--- src/rtl/aes128_enc_round.sv ---
// Iterative AES-128 encryption datapath: one round per clock, S-box bank accessed externally.
// Optional protocol-error pulse on o_err is compiled in with AES128_ENC_ERR_EN.
module aes128_enc_round (
  input  logic          i_clk,
  input  logic          i_rst,
  input  logic [1407:0] i_exkey,
  input  logic          i_key_ok,
  input  logic [127:0]  i_din,
  input  logic          i_din_en,
  output logic [127:0]  o_dout,
  output logic          o_dout_en,
  output logic          o_busy,
  output logic          o_sbox_use,
  output logic [127:0]  o_sbox_din,
  input  logic [127:0]  i_sbox_dout,
  output logic          o_err
);

  logic [127:0] r_state;
  logic [3:0]   r_round;
  logic [127:0] rk [16];
  logic [127:0] rk_cur;
  logic [127:0] sr_out;
  logic [127:0] mc_out;
  logic         busy;

  function automatic logic [7:0] xtime(input logic [7:0] b);
    return {b[6:0], 1'b0} ^ (b[7] ? 8'h1b : 8'h00);
  endfunction

  // Byte n of the state sits at [127-8n], row n%4, column n/4.
  function automatic logic [127:0] shift_rows(input logic [127:0] s);
    logic [127:0] t;
    t = '0;
    for (int c = 0; c < 4; c++) begin
      for (int r = 0; r < 4; r++) begin
        t[127-8*(4*c+r) -: 8] = s[127-8*(4*((c+r)%4)+r) -: 8];
      end
    end
    return t;
  endfunction

  function automatic logic [31:0] mix_column(input logic [31:0] col);
    logic [7:0] a0, a1, a2, a3;
    logic [7:0] b0, b1, b2, b3;
    a0 = col[31:24];
    a1 = col[23:16];
    a2 = col[15:8];
    a3 = col[7:0];
    b0 = xtime(a0) ^ xtime(a1) ^ a1 ^ a2 ^ a3;
    b1 = a0 ^ xtime(a1) ^ xtime(a2) ^ a2 ^ a3;
    b2 = a0 ^ a1 ^ xtime(a2) ^ xtime(a3) ^ a3;
    b3 = xtime(a0) ^ a0 ^ a1 ^ a2 ^ xtime(a3);
    return {b0, b1, b2, b3};
  endfunction

  function automatic logic [127:0] mix_columns(input logic [127:0] s);
    logic [127:0] t;
    t = '0;
    for (int c = 0; c < 4; c++) begin
      t[127-32*c -: 32] = mix_column(s[127-32*c -: 32]);
    end
    return t;
  endfunction

  // Slots 11..15 are unreachable round values, padded so the lookup is total.
  for (genvar k = 0; k < 16; k++) begin : g_rk
    if (k < 11) begin : g_key
      assign rk[k] = i_exkey[1407-128*k -: 128];
    end else begin : g_pad
      assign rk[k] = '0;
    end
  end

  assign busy       = (r_round != 4'd0);
  assign o_busy     = busy;
  assign o_sbox_use = busy;
  assign o_sbox_din = r_state;

  always_comb begin
    rk_cur = rk[r_round];
    sr_out = shift_rows(i_sbox_dout);
    mc_out = mix_columns(sr_out);
  end

  always_ff @(posedge i_clk or posedge i_rst) begin
    if (i_rst) begin
      r_state   <= '0;
      r_round   <= '0;
      o_dout    <= '0;
      o_dout_en <= 1'b0;
    end else begin
      o_dout_en <= 1'b0;
      if (busy) begin
        // A key reload mid-block abandons the block; it also beats the final round.
        if (!i_key_ok) begin
          r_round <= '0;
        end else if (r_round == 4'd10) begin
          o_dout    <= sr_out ^ rk_cur;
          o_dout_en <= 1'b1;
          r_round   <= '0;
        end else begin
          r_state <= mc_out ^ rk_cur;
          r_round <= r_round + 4'd1;
        end
      end else if (i_din_en && i_key_ok) begin
        r_state <= i_din ^ rk[0];
        r_round <= 4'd1;
      end
    end
  end

`ifdef AES128_ENC_ERR_EN
  logic r_err;

  always_ff @(posedge i_clk or posedge i_rst) begin
    if (i_rst) begin
      r_err <= 1'b0;
    end else begin
      r_err <= (i_din_en && (busy || !i_key_ok)) || (busy && !i_key_ok);
    end
  end

  assign o_err = r_err;
`else
  assign o_err = 1'b0;
`endif

endmodule

--- config.mk ---
export PLATFORM = sky130hd
export DESIGN_NAME = aes128_enc_round
export DESIGN_NICKNAME = d
export VERILOG_FILES = /design/src/rtl/aes128_enc_round.sv
export SDC_FILE = /design/constraint.sdc
export NUM_CORES = 2
export LEC_CHECK = 0
export CORE_AREA = 2 2 755 757
export CTS_CLUSTER_DIAMETER = 80
export CTS_CLUSTER_SIZE = 28
export DETAILED_ROUTE_END_ITERATION = 8
export DIE_AREA = 0 0 757 759
export MAX_ROUTING_LAYER = met4
export PLACE_DENSITY = 0.3
export SLEW_MARGIN = 20
export SYNTH_ARGS = -nofsm -noshare
export SYNTH_HDL_FRONTEND = slang
export SYNTH_SLANG_ARGS = --single-unit
--- constraint.sdc ---
create_clock -name i_clk -period 12.3 [get_ports i_clk]
set_clock_uncertainty 0.05 [all_clocks]
set_input_delay 2.46 -clock i_clk [delete_from_list [all_inputs] [get_ports i_clk]]
set_output_delay 2.46 -clock i_clk [all_outputs]
set_load 0.02 [all_outputs]
# Word level (Yosys, flattened, before mapping)

Index checks and enable logic that the tools add are counted.

Register bits after elaboration: 261
Logic and storage cells: 128

Bitwise logic cells: 84
Order comparisons: 1
Equality and inequality tests: 3
Reduce and logical (&&, ||, !) cells: 5
Add/subtract/negate cells: 1
Mux-type cells: 30

Operators with widths:

| cell                | number |
|---|---|
| $mux 128            | 6 |
| $bmux 128 s4        | 1 |
| $xor 8x8->8         | 64 |
| $xor 128x128->128   | 3 |
| $xor 8x5->8         | 16 |
| $mux 5              | 16 |
| $mux 4              | 4 |
| $reduce_and 3->1    | 2 |
| $ge 5x5->1 const B  | 1 |
| $not 4->5           | 1 |
| $add 4x1->4 const B | 1 |
| $eq 4x4->1 const B  | 1 |
| $ne 2x2->1 const B  | 2 |
| $reduce_bool 4->1   | 1 |
| $mux 1              | 3 |
| $reduce_bool 2->1   | 1 |
| $logic_and 1x1->1   | 1 |

# Logic depth before layout (Yosys ltp)

Depth after elaboration: 10
Gate-level depth with buffers: 14
Mapped depth without buffers: 7

# Worst setup path after synthesis

OpenSTA, ideal clock, no wires.

Path kind: register to output
Start point: register r_round[1]
End point: output port o_sbox_use
Cell stages (with the launch flop): 13
Setup slack: 6991 ps
Arrival: 2799 ps
Path through: dfrtp_1 buf_2 buf_2 buf_4 buf_2 inv_1 ha_1 and2_1 buf_2 inv_2 clkbuf_1 clkbuf_1 buf_4

Longest elaborated chain between the ends: 1

Ends and longest elaborated chain:

| item                     | line | RTL |
|---|---|---|
| start: declaration       | 20   | `logic [3:0] r_round;` |
| start signal: assignment | 104  | `r_round <= r_round + 4'd1;` |
| $reduce_bool 4->1        | 75   | `assign busy = (r_round != 4'd0);` |
| end: declaration         | 13   | `output logic o_sbox_use,` |

Every way passes these cells.

# Worst setup path in the final report

Start point: register r_round[0]
End point: output port o_sbox_use

The elaborated chain is that of the path after synthesis.

==> reports/metrics.cfg <==
[detailed_routing]
vias_per_cell=2.938
vias=37290
drt-initial-drc-count=2785
totalWireLength_um=511100
drtPass1Iterations=5
wl_per_cell_um=40.27
drc=0
final_antenna_net_count=0

[timing]
finalCriticalPeriod_ns=6.397
fin_crit_sh=0.5201
relSlewSlack=-0.05285
hold_violations=0
rsz0062_at_grt=no
final_max_slew_viol_count=2
setup_violations=0
finalSetupTns_ns=0
fmax_mhz=156.3
worst_slack_ns=5.903
worst_pin_slew_ns=1.535

[clock_tree]
clk_path_buf_depth=3
cts_resized=0
cts_root_buf=clkbuf_16
cts_sinks=261
cts_tree=yes
postCtsSetupBuffers=0
cts_htree_levels=2
postCtsHoldBufs=0
cts-buffers-inserted=56
clk_latency_ns=0.74
clkTransAtPathRegs_ns=0.06

[critical_path]
critPathMaxStageDelay_ns=0.98
reg2reg_slack_ns=6.54
worstPathCellList=inv_2, ha_1, and2_1, buf_4, inv_8, clkdlybuf4s50_1
crit_arrival_ns=3.89
cp_num_buf_inv=4
critPathLaunchType=flop
path_class=flop to output pin
end_kind=output pin
required_ns=9.79
slowest_stage=dfrtp_4
crit_family=buffers and inverters
cp_max_fo=39

[logic_synthesis]
syn_avg_cell_area_um2=10.01
ys_async_sr_fraction=1.000
synthesis.area_um2=30480
synth_ff_type=dfrtp_1
ys_warn_count=0
synthCells=3044
synth-seq-cells=261
synth_cell_types=59
synth_enable_flop_cells=0
syn_nets=4715
ys_seq_area_frac=0.2143

[place]
port_buffers=1926
hpwlAfterDp_um=461800
gp_congestion=0.8934
dp_slack_ns=6.275
placed_area_um2=59470

[status]
violations=capacitance limit, slew limit
outcome=finished, violations left

[die]
initial_core_util=0.05376
die_h_um=759
num_rows=277
coreArea_um2=567000
die_w_um=757
dieArea_um2=574600
ios=1928

[global_route]
grt_pass1_wl_um=599600
track_usage=0.1758
overflow=0
grt_max_degree=94
grt_pass1_vias=38400
antenna_found_initial=414

[pwr]
power.density_nw_per_um2=168.3
leakage_nw=20.41
ir_drop_mv=0.1187

[cells_and_area]
area_growth_pct=103.5
final_nets=6559
drive_above_1_share=0.1218
fin_area_um2=62040

[job]
cap_violations=1

[min_path]
holdCritPathClass=flop to flop

==> placed cells by master, fill, tap and decap left out, types with 128 or more instances in the layout <==
master and n:
clkdlybuf4s50_1 1923, xnor2_1 430, mux2i_1 268, dfrtp_1 257
diode_2 225, xor2_1 212, a221o_1 170, nand2_1 167
nor2_1 144, buf_4 139, mux4_2 128
==> Yosys cell counts (38+ instances only) <==
master	instances	area share
a221o_1	170	0.056
a22o_1	68	0.020
a2bb2oi_2	74	0.036
a31oi_1	38	0.0078
buf_2	66	0.011
clkbuf_1	168	0.021
dfrtp_1	261	0.21
mux2_2	71	0.026
mux2i_1	278	0.091
mux4_2	128	0.095
nand2_1	167	0.021
nor2_1	147	0.018
nor3_1	78	0.013
o21ai_0	92	0.015
o21ai_1	40	0.0066
o2bb2ai_1	91	0.026
o31ai_1	68	0.017
xnor2_1	449	0.13
xor2_1	220	0.063
==> routing by layer <==
layer / track usage / routed length, um
met1: 0.2269 / 229200
met2: 0.2601 / 215700
met3: 0.06964 / 54920
met4: 0.03050 / 11210
met5: - / 0
==> worst register-to-register path, delay by kind of cell, from the launching register on <==
kind | cells | cell delay [ns]
mux | 1 | 0.63
simple gates | 1 | 0.15
compound gates | 2 | 0.62
buf+inv | 3 | 2.41
flops | 1 | 0.98
xor+xnor | 1 | 0.80
==> sequential cells by signal, summed over array words and instances (netlist names) <==
register    flops
o_dout        128
o_dout_en       1
o_sbox_din    128
r_round         4
==> power by group <==
| part | internal [mW] | leakage, nW | switching, mW |
|---|---|---|---|
| combinational | 2.76 | 16.0 | 4.60 |
| sequential | 1.07 | 3.41 | 0.285 |
| clock | 0.917 | 0.964 | 0.813 |
| total | 4.75 | 20.4 | 5.69 |
==> area by class of cell <==
| class | count | area, um^2 |
|---|---|---|
| Clock buffer | 57 | 1415 |
| Timing Repair Buffer | 2081 | 20600 |
| Antenna cell | 225 | 563.0 |
| Clock inverter | 48 | 573.1 |
| Sequential cell | 261 | 6546 |
| Fill cell | 65280 | 505000 |
| Tap cell | 7533 | 9425 |
| Multi-Input combinational cell | 2480 | 22880 |
| Inverter | 8 | 45.04 |
==> per-stage QoR <==
step           std cells  hold slack (ns)  power, mW  utilization
6_report           12690           0.4324      10.44       0.1094
3_5_place_dp       12360           0.4206      8.898       0.1049
3_3_place_gp       12360           0.4207      8.878       0.1045
2_1_floorplan       3044           0.5327      4.640            -
5_1_grt            12660           0.4544      10.91       0.1093
4_1_cts            12470           0.4348      10.73       0.1084
==> kinds of logic (layout without fill, tap and decap cells) <==
| logic type | after synthesis | in the layout | synth area share |
|---|---|---|---|
| AO/OA/AOI/OAI | 735 | 735 | 0.2078 |
| XOR/XNOR | 712 | 712 | 0.2243 |
| adder cells (fa/ha/maj) | 3 | 3 | 0.001232 |
| buffers and inverters | 303 | 2194 | 0.04782 |
| flip-flops | 261 | 261 | 0.2143 |
| multiplexers | 513 | 513 | 0.2254 |
| other | 1 | 226 | 0.0001230 |
| AND/OR/NAND/NOR | 516 | 516 | 0.07906 |
==> final timing paths <==
kind                                    startpoint                         end  cells past startpoint
setup / recovery            r_round[0]$_DFFE_PP0P_                  o_sbox_use                      6
hold / removal             o_dout[118]$_DFFE_PP0P_     o_dout[118]$_DFFE_PP0P_                      2
setup reg to reg            r_round[0]$_DFFE_PP0P_      o_dout[73]$_DFFE_PP0P_                      8
hold reg to reg            o_dout[118]$_DFFE_PP0P_     o_dout[118]$_DFFE_PP0P_                      2
max in group asynchronous                    i_rst  o_sbox_din[38]$_DFFE_PP0P_                      5
min in group asynchronous                    i_rst  o_sbox_din[59]$_DFFE_PP0P_                      2
Power figures use the tool's default switching activity.
